File: config.mk
export PLATFORM = sky130hd
export DESIGN_NAME = mag_sched
export DESIGN_NICKNAME = d
export VERILOG_FILES = /design/src/rtl/mag_sched.sv
export SDC_FILE = /design/constraint.sdc
export NUM_CORES = 1
export LEC_CHECK = 0
export CAP_MARGIN = 20
export CELL_PAD_IN_SITES_DETAIL_PLACEMENT = 1
export CELL_PAD_IN_SITES_GLOBAL_PLACEMENT = 1
export CORE_AREA = 2 2 109 111
export CTS_CLUSTER_SIZE = 24
export DETAILED_ROUTE_END_ITERATION = 7
export DIE_AREA = 0 0 111 113
export PLACE_DENSITY = 0.82
export SLEW_MARGIN = 15
export SYNTH_ARGS = -nofsm -noshare
export SYNTH_HDL_FRONTEND = slang
export SYNTH_SLANG_ARGS = --single-unit
export TNS_END_PERCENT = 20
File: constraint.sdc
create_clock -name clk -period 6 [get_ports clk]
set_input_delay 0.6 -clock clk [delete_from_list [all_inputs] [get_ports clk]]
set_output_delay 0.6 -clock clk [all_outputs]
set_load 0.01 [all_outputs]
File: src/rtl/mag_sched.sv
// mag_sched: round-robin time-sharing of one mag12 estimator across NCH I/Q channels, with in-order tag return.
// Optional per-channel peak hold enabled by defining MAG_SCHED_PEAK_EN.
module mag_sched #(
   parameter int NCH   = 4,
   parameter int CW    = 2,
   parameter int TAGD  = 8,
   parameter int FLUSH = 8
)(
   input  logic              clk,
   input  logic              rst_n,
   input  logic [12*NCH-1:0] in_x,
   input  logic [12*NCH-1:0] in_y,
   input  logic [NCH-1:0]    in_v,
   output logic [NCH-1:0]    in_rdy,
   output logic [11:0]       mag_x,
   output logic [11:0]       mag_y,
   output logic              mag_iv,
   input  logic [11:0]       mag_m,
   input  logic              mag_ov,
   output logic [11:0]       out_m,
   output logic [CW-1:0]     out_ch,
   output logic              out_v,
   output logic              err
`ifdef MAG_SCHED_PEAK_EN
   ,
   output logic [12*NCH-1:0] peak,
   input  logic [NCH-1:0]    peak_clr
`endif
);
   localparam int AW = $clog2(TAGD);
   localparam int FW = $clog2(FLUSH + 2);
   typedef enum logic {S_FLUSH, S_RUN} state_t;
   state_t        state, state_nx;
   logic [FW-1:0] fcnt;
   logic [CW-1:0] ptr, g, idx;
   logic [CW-1:0] tags [TAGD];
   logic [AW-1:0] wp, rp;
   logic [AW:0]   cnt;
   logic          run, found, full, empty, xfer, pop;
   always_comb begin
      state_nx = (state == S_FLUSH && fcnt <= FW'(1)) ? S_RUN : state;
      run      = state == S_RUN;
      full     = cnt == (AW+1)'(TAGD);
      empty    = cnt == '0;
      found    = 1'b0;
      g        = '0;
      idx      = '0;
      // rotating priority search starting at the pointer
      for (int k = 0; k < NCH; k++) begin
         idx = ptr + CW'(k);
         if (!found && in_v[idx]) begin
            found = 1'b1;
            g     = idx;
         end
      end
      xfer   = run && !full && found;
      in_rdy = xfer ? {{(NCH-1){1'b0}}, 1'b1} << g : '0;
      pop    = run && mag_ov && !empty;
   end
   always_ff @(posedge clk or negedge rst_n) begin
      if (!rst_n) begin
         state  <= (FLUSH == 0) ? S_RUN : S_FLUSH;
         fcnt   <= FW'(FLUSH);
         ptr    <= '0;
         wp     <= '0;
         rp     <= '0;
         cnt    <= '0;
         mag_x  <= '0;
         mag_y  <= '0;
         mag_iv <= 1'b0;
         out_m  <= '0;
         out_ch <= '0;
         out_v  <= 1'b0;
         err    <= 1'b0;
      end else begin
         state  <= state_nx;
         fcnt   <= (fcnt != '0) ? fcnt - 1'b1 : fcnt;
         mag_iv <= xfer;
         out_v  <= pop;
         cnt    <= cnt + {{AW{1'b0}}, xfer} - {{AW{1'b0}}, pop};
         if (xfer) begin
            mag_x <= in_x[12*g +: 12];
            mag_y <= in_y[12*g +: 12];
            ptr   <= g + 1'b1;
            wp    <= wp + 1'b1;
         end
         if (pop) begin
            out_m  <= mag_m;
            out_ch <= tags[rp];
            rp     <= rp + 1'b1;
         end
         // a result with no outstanding tag means mag12 and the scheduler are out of step
         if (run && mag_ov && empty) err <= 1'b1;
      end
   end
   always_ff @(posedge clk)
      if (xfer) tags[wp] <= g;
`ifdef MAG_SCHED_PEAK_EN
   logic [NCH-1:0][11:0] pk;
   assign peak = pk;
   always_ff @(posedge clk or negedge rst_n) begin
      if (!rst_n) pk <= '0;
      else
         for (int i = 0; i < NCH; i++)
            if (peak_clr[i]) pk[i] <= '0;
            else if (out_v && out_ch == CW'(i) && out_m > pk[i]) pk[i] <= out_m;
   end
`endif
endmodule

[Yosys cells after proc, flatten, opt, wreduce, memory -nomap -nowiden]
Memories as Yosys holds them, arrays and structs flattened. A register that Yosys moved wholly into a read port is not among the register bits.
Cells that the tools add are included.
Word-level totals
  register bits after elaboration: 56
  bits in latches: 0
  bits in writable memories: 16
  ROM bits: 0
  input port bits: 115
  output and inout bits: 45
  word-level logic and storage cells: 69
  memories: 1
Operators by class
  add/sub/neg operators: 9
  multiply operators: 1
  div/mod/pow operators: 0
  order comparisons: 5
  eq/ne operators: 1
  shifts and indexed selects: 3
  muxes and demuxes: 19
  bitwise gates (word level): 1
  reduce and logical (&&, ||, !) cells: 17
Memories
  tags: depth 8, width 2, rd ports 1, clocked after Yosys merged registers in 1, write ports 1, line 36  | logic [CW-1:0] tags [TAGD];
Operator list (number)
  $shiftx A48 B7 Y12: 2
  $lt A2 B3 Y1 const B: 4
  $mux W1: 10
  $logic_and A1 B1 Y1: 9
  $bmux W1 S2: 4
  $mux W2: 4
  $add A3 B1 Y3 const B: 2
  $logic_not A1 Y1: 6
  $add A2 B1 Y2 const B: 2
  $add A2 B2 Y2 const B: 2
  $add A4 B1 Y4: 1
  $eq A4 B4 Y1 const B: 1
  $le A4 B1 Y1 const B: 1
  $logic_not A4 Y1: 1
  $mul A2 B2 Y4 const A: 1
  $mux W4: 1
  $reduce_bool A4 Y1: 1
  $shl A1 B2 Y4 const A: 1
  $sub A4 B1 Y4: 1
  $sub A4 B1 Y4 const B: 1
  $not A1 Y1: 1

[Depth between registers and ports, before layout]
Gate-level depths: netlist of run 1.
  depth after elaboration: 15
  mapped depth: 11
  gate-level depth less buffers: 10

[Worst setup path after synthesis of run 1]
Ideal clock, no wire load.
  path kind: input to register
  start: input in_v[2]
  end: register cnt[2]
  setup time: 0.123 ns
  arrival time: 2.504 ns
  required time: 5.877 ns
  setup slack: 3.373 ns
  cell stages on the path: 9
  buffers on the path: 1
  path through: or4_1 -> o311ai_1 -> buf_2 -> ha_1 -> inv_1 -> ha_1 -> inv_1 -> fa_1 -> xnor2_1
Between the ends
  longest elaborated chain between the ends: 15
  elaborated cells on any way between the ends: 21
  classes of those cells: add/sub: 2; mux: 12; reduce/logical: 7
Ends and longest elaborated chain
  start, declared: line 13  | input logic [NCH-1:0] in_v,
  $bmux W1 S2: line 51  | if (!found && in_v[idx]) begin
  $mux W1 (implied by the code): line 51
  $mux W1: line 51
  $logic_not A1 Y1: line 51
  $logic_and A1 B1 Y1: line 51
  $mux W1: line 51
  $logic_not A1 Y1: line 51
  $logic_and A1 B1 Y1: line 51
  $mux W1: line 51
  $logic_not A1 Y1: line 51
  $logic_and A1 B1 Y1: line 51
  $mux W1 *: line 51
  $logic_and A1 B1 Y1 *: line 56  | xfer = run && !full && found;
  $add A4 B1 Y4 *: line 80  | cnt <= cnt + {{AW{1'b0}}, xfer} - {{AW{1'b0}}, pop};
  $sub A4 B1 Y4 *: line 80
  end signal, assigned: line 80
  end, declared: line 38  | logic [AW:0] cnt;
Every way passes the cells marked *; elsewhere a longest branch is shown, timed or not. The select of a mux whose other input is x is not followed.
A chain may end at the register's enable or synchronous reset.

[Worst setup path in the final report of run 1]
  start: input in_v[0]
  end: output in_rdy[0]
Between the ends
  longest elaborated chain between the ends: 14
  elaborated cells on any way between the ends: 25
  classes of those cells: shift: 1; mux: 17; reduce/logical: 7
Ends and longest elaborated chain
  $bmux W1 S2: line 51
  $mux W1 (implied by the code): line 51
  $mux W1: line 51
  $logic_not A1 Y1: line 51
  $logic_and A1 B1 Y1: line 51
  $mux W1: line 51
  $logic_not A1 Y1: line 51
  $logic_and A1 B1 Y1: line 51
  $mux W1: line 51
  $logic_not A1 Y1: line 51
  $logic_and A1 B1 Y1: line 51
  $mux W2 *: line 51
  named net g[0]: line 35  | logic [CW-1:0] ptr, g, idx;
  $shl A1 B2 Y4 *: line 57  | in_rdy = xfer ? {{(NCH-1){1'b0}}, 1'b1} << g : '0;
  $mux W4 *: line 57
  end, declared: line 14  | output logic [NCH-1:0] in_rdy,
Mark *: on every way through the listed nets, which the timed path passes. The rest lies on a longest branch. The select of a mux whose other input is x is not followed.

==> results.toml, run 1 <==
[routing]
wl_met3_um = 758
dr.max_layer_used = "met4"
vias_per_cell = 5.174
drt-pass1-iter-count = 4
finalWirelength_um = 11610
drt-met1-wl_um = 4501
dr_wl_met2_um = 6222
drt_iter0_markers = 179
wl_per_cell_um = 18.31
vias = 3280
drc = 0
antenna_left = 0

[floorplanning]
dieArea_mm2 = 0.01254
die_width_um = 111
core-area_mm2 = 0.01127
dieHeight_um = 113
ioPinCount = 160
rows = 39
start_util = 0.3580

[layout]
nets = 617
utilization = 0.5311
n_antenna_cell = 0
syn_to_final_growth_pct = 48.37
drive_gt1_frac = 0.1507

[synth]
syn_nets = 468
yosysTopAreaCellShare = 0.3535
ys_top_cells_by_area = "dfrtp_1 35%, edfxtp_1 12%, mux2_4 7.1%, nand3_1 6.0%, o221a_1 5.3%"
yosys-top-cells-count = "57 x dfrtp_1, 48 x nand3_1, 27 x o21ai_0"
yosysTopAreaCell = "dfrtp_1"
ys_warn_count = 0
netlist_instances = 337
syn_area_per_cell_um2 = 11.97
seq_area_frac_synth = 0.4791
yosysMostFrequentCell = "dfrtp_1"
syn_area_mm2 = 0.004035
synth_ff_type = "dfrtp_1"
async_flop_share = 0.7838
synth.ff_latch_count = 74
synth_edf_count = 16
synth_cell_types = 47

[setup_path]
cp_common_cell = "clkdlybuf4s50_1"
crit_path_max_fanout = 26
crit_arrival_ns = 3.24
crit_slowest_cell = "o22ai_4"
start_kind = "input pin"
crit_type = "in2out"
critPathRequiredTime_ns = 5.40
max_stage_delay_ns = 0.62
cp_cell_sequence = "clkdlybuf4s50_1 > nand2b_1 > o22ai_4 > nor2_8 > inv_6 > ha_1 > and2_1 > clkdlybuf4s50_1"
cp-end-kind = "primary output"

[clock_network]
clkSinkCount = 74
clkTransAtPathRegs_ns = 0.06
insertion_delay_ns = 0.33
cts_root_buffer = "clkbuf_16"
holdBufCountCts = 0
cts.path.max_buffers = 2
htreeDepth = 3
cts_tree = "done"
post_cts_buffers = 0
numCtsBuffers = 9
cts.repair.resized = 0

[sta]
fmax_mhz = 260.1
drv_slew = 0
tns_ns = 0
fin_crit_sh = 0.6408
layout_min_cycle_time_ns = 3.845
skew_ns = 0.007171
worst_pin_slew_ns = 1.026
setup_violations = 0
hold_violations = 0
relSlewSlack = 0.3150
rsz0062_at_grt = "false"

[power_and_ir_drop]
p_clk_frac = 0.215
intPower_w = 0.001753
combPwrFrac = 0.459
peakVddDrop_mv = 0.1612
pwr-share-seq = 0.326
p_leak_nw = 2.409
switchingPower_w = 0.0009208
power.total_w = 0.002674
switching_share = 0.3443
p_per_area_mw_per_mm2 = 446.7

[global_routing]
antenna_found_initial = 0
grt_pass1_wl_um = 18710
grt_max_degree = 59
first_global_vias = 3760
grt_remaining_overflow = 0
grt_usage = 0.1867

[hold_path]
min-delay-path-class = "in2async"

[place]
gp_congestion = 0.7962
io_buffers = 159
place_hpwl_um = 8610

[status]
status = "finished clean"

[flow_run]
drv_cap = 0
==> cell type report <==
| class | count | area, µm² |
|---|---|---|
| Multi-Input combinational cell | 224 | 1884 |
| Timing Repair Buffer | 162 | 1609 |
| Sequential cell | 74 | 1933 |
| Clock buffer | 11 | 242.7 |
| Clock inverter | 5 | 77.57 |
| Tap cell | 143 | 178.9 |
| Fill cell | 1202 | 5285 |
| Inverter | 15 | 61.31 |
==> cell usage in the layout (no fill, tap or decap), types with 9 or more instances in the layout <==
| cell type | n |
|---|---|
| clkdlybuf4s50_1 | 158 |
| dfrtp_1 | 57 |
| nand3_1 | 48 |
| o21ai_0 | 27 |
| mux2_4 | 19 |
| o221a_1 | 19 |
| mux2_2 | 18 |
| edfxtp_1 | 16 |
| nand2_1 | 15 |
| ha_1 | 15 |
| inv_1 | 13 |
| clkbuf_16 | 9 |
==> worst max-delay path: cells and delay by family <==
family / cells / cell delay, ns
buffers and inverters: 3 / 1.36
AND/OR/NAND/NOR: 3 / 0.43
AO/OA/AOI/OAI: 1 / 0.62
adder cells (fa/ha/maj): 1 / 0.20
==> through the flow <==
stage / setup slack [ns] / cells / hold WS, ns / instance area, µm²
floorplan: 3.373 / 337 / 0.3044 / 4035
global placement: 2.250 / 618 / 0.4602 / 5667
detailed placement: 2.176 / 618 / 0.4739 / 5667
CTS: 2.170 / 634 / 0.4481 / 5987
global route: 2.011 / 634 / 0.4827 / 5987
finish: 2.155 / 634 / 0.4099 / 5987
==> layer usage <==
layer,vias to the layer above,global-route usage
met2,119,0.3538
li1,1542,-
met4,0,0.04250
met1,1603,0.2056
met5,-,0
met3,16,0.05678
==> cell families after synthesis <==
family | count (synthesis) | share of synthesized area
XOR/XNOR | 7 | 0.01519
AO/OA/AOI/OAI | 64 | 0.1259
buffers and inverters | 39 | 0.05457
multiplexers | 45 | 0.1532
adder cells (fa/ha/maj) | 16 | 0.05147
AND/OR/NAND/NOR | 92 | 0.1206
flip-flops | 74 | 0.4791
==> state kept, by name, indices dropped and copies added (netlist names) <==
register  count
tags         16
mag_x        12
mag_y        12
out_m        12
cnt           4
fcnt          4
rp            3
wp            3
out_ch        2
ptr           2
err           1
mag_iv        1
out_v         1
run           1
==> power groups by stage <==
stage	sequential (W)	combinational, W	clock [W]
3_5_place_dp	0.000880	0.00124	0
5_1_grt	0.000900	0.00133	0.000613
6_report	0.000873	0.00123	0.000575
3_3_place_gp	0.000868	0.00118	0
4_1_cts	0.000875	0.00125	0.000585
2_1_floorplan	0.000884	0.000733	0
==> worst paths after layout <==
path	from	to	slack, ns	cells after the start
hold reg to reg	err	err	0.48	1
hold / removal	rst_n	out_m[8]	0.41	2
setup / recovery	in_v[0]	in_rdy[0]	2.16	8
min in group clk	err	err	0.48	1
setup reg to reg	cnt[2]	cnt[2]	3.13	10
max in group asynchronous	rst_n	out_m[0]	5.09	2
No activity file was read; power rests on OpenSTA's default activity.
==> run 2: changes to the inputs <==
Settings changed: CORE_AREA 2 2 109 111 to 2 2 119 121, DIE_AREA 0 0 111 113 to 0 0 121 123, PLACE_DENSITY 0.82 to 0.73.
Clock period 6 ns to 3.4 ns, I/O delays scaled along.
==> results.toml, run 2 (synthesis results as in run 1) <==
[layout]
fin_area_mm2 = 0.006036
layout_common_cells = "158 x clkdlybuf4s50_1, 57 x dfrtp_1, 48 x nand3_1"
finalNonFillerCells = 675
max_flop_register = "tags"
syn_to_final_growth_pct = 49.58
final_common_cell = "clkdlybuf4s50_1"
n_antenna_cell = 0
nets = 621
drive_gt1_frac = 0.1556
largest_reg_flops = 16

[routing]
drt_iter0_markers = 164
drc = 0
vias_per_cell = 4.896
vias = 3305
drt-pass1-iter-count = 4
wl_per_cell_um = 17.34
antenna_left = 0
finalWirelength_um = 11700

[setup_path]
crit_slowest_cell = "o22ai_4"
start_kind = "input pin"
max_stage_delay_ns = 0.62
timing.rr.end = "mag_y[5]"
r2r_slack_ns = 0.78
r2r_start = "ptr[1]"
critical_path_depth = 8
cp_cell_sequence = "clkdlybuf4s50_1 > nand2b_1 > o22ai_4 > nor2_8 > inv_6 > ha_1 > and2_1 > clkdlybuf4s50_1"
worstSetupStartpoint = "in_v[0]"
crit_arrival_ns = 2.81
critPathRequiredTime_ns = 3.06
reg2reg_depth = 7
cpLargestDelayFamily = "buffers and inverters"
crit_type = "in2out"
cp_common_cell = "clkdlybuf4s50_1"
crit_path_max_fanout = 25
path_buf_inv = 3
cp-end-kind = "primary output"
critPathCapture = "in_rdy[2]"

[floorplanning]
dieHeight_um = 123
core-area_mm2 = 0.01361
rows = 43
ioPinCount = 160
start_util = 0.2964
dieArea_mm2 = 0.01488
die_width_um = 121

[sta]
fin_crit_sh = 0.9274
relSlewSlack = 0.3930
fmax_mhz = 317.1
worst_pin_slew_ns = 0.9076
holdWs_ns = 0.09109
hold_violations = 0
layout_min_cycle_time_ns = 3.153
setup_violations = 0
rsz0062_at_grt = "false"
skew_ns = 0.005395
drv_slew = 0
layout_setup_ws_ns = 0.2468
tns_ns = 0

[global_routing]
use_met2 = 0.2949
antenna_found_initial = 0
grt_use_met3 = 0.05304
grt_max_degree = 35
use_met1 = 0.1690
grt_pass1_wl_um = 18240
grt-busiest-layer = "met2"
grt_remaining_overflow = 0
first_global_vias = 3612
grt_usage = 0.1600

[clock_network]
insertion_delay_ns = 0.33
clkTransAtPathRegs_ns = 0.05
post_cts_buffers = 0
cts.path.max_buffers = 2
clkSinkCount = 74
holdBufCountCts = 0
cts_root_buffer = "clkbuf_16"
htreeDepth = 3
cts.repair.resized = 0
numCtsBuffers = 9
cts_tree = "done"

[hold_path]
min-delay-path-class = "in2async"

[place]
dp_cells = 659
postPlaceCellArea_mm2 = 0.005749
place_ws_ns = 0.2357
gp_congestion = 0.7499
place_hpwl_um = 8801
io_buffers = 159

[power_and_ir_drop]
peakVddDrop_mv = 0.2725
p_per_area_mw_per_mm2 = 768.8
p_leak_nw = 2.404

[status]
status = "finished clean"

[flow_run]
drv_cap = 0
-- run 2: worst min path at each step --
| stage | startpoint | end | slack (ns) |
|---|---|---|---|
| after global routing | rst_n | out_m[10] | 0.16 |
| after floorplan | rst_n | cnt[0] | 0.04 |
| final | rst_n | out_m[10] | 0.09 |
| after detailed placement | rst_n | out_m[10] | 0.47 |
| after CTS | rst_n | out_m[10] | 0.12 |
| after global placement | rst_n | out_m[10] | 0.46 |
-- run 2: worst register-to-register path: cells and delay by family, from the launching register on --
kind,cells,cell delay (ns)
muxes,1,0.39
DFF,1,0.50
AOI/OAI and AO/OA,3,1.01
and+or+nand+nor,1,0.12
buffers and inverters,2,0.49
-- run 2: where the power goes --
part / leakage (nW) / internal [W] / switching, W / total (W)
sequential: 0.814 / 0.00128 / 0.000261 / 0.00154
combinational: 1.46 / 0.00117 / 0.00100 / 0.00217
clock: 0.134 / 0.000562 / 0.000366 / 0.000928
total: 2.40 / 0.00301 / 0.00163 / 0.00464
-- run 2: through the flow --
stage            util  total power [W]
5_1_grt        0.4434         0.004971
4_1_cts        0.4434         0.004720
3_3_place_gp   0.4224         0.003652
3_5_place_dp   0.4224         0.003773
6_report       0.4434         0.004641
2_1_floorplan       -         0.002853
-- run 2: layout make-up --
cell class	count	area, µm²
Multi-Input combinational cell	224	1891
Inverter	15	61.31
Clock buffer	10	229.0
Tap cell	180	225.2
Clock inverter	6	57.56
Sequential cell	74	1933
Fill cell	1494	7576
Timing Repair Buffer	166	1639
-- run 2: per-layer routing --
| layer | part of all wire | wire length, µm |
|---|---|---|
| met2 | 0.52 | 6110 |
| met4 | 0.023 | 269 |
| met5 | 0 | 0 |
| met3 | 0.072 | 846 |
| met1 | 0.38 | 4476 |
==> run 3: changes to the inputs <==
Settings changed: SLEW_MARGIN 15 to not set.
==> results of run 3 <==
The final DEF is identical to that of run 2; final timing and power are the same.
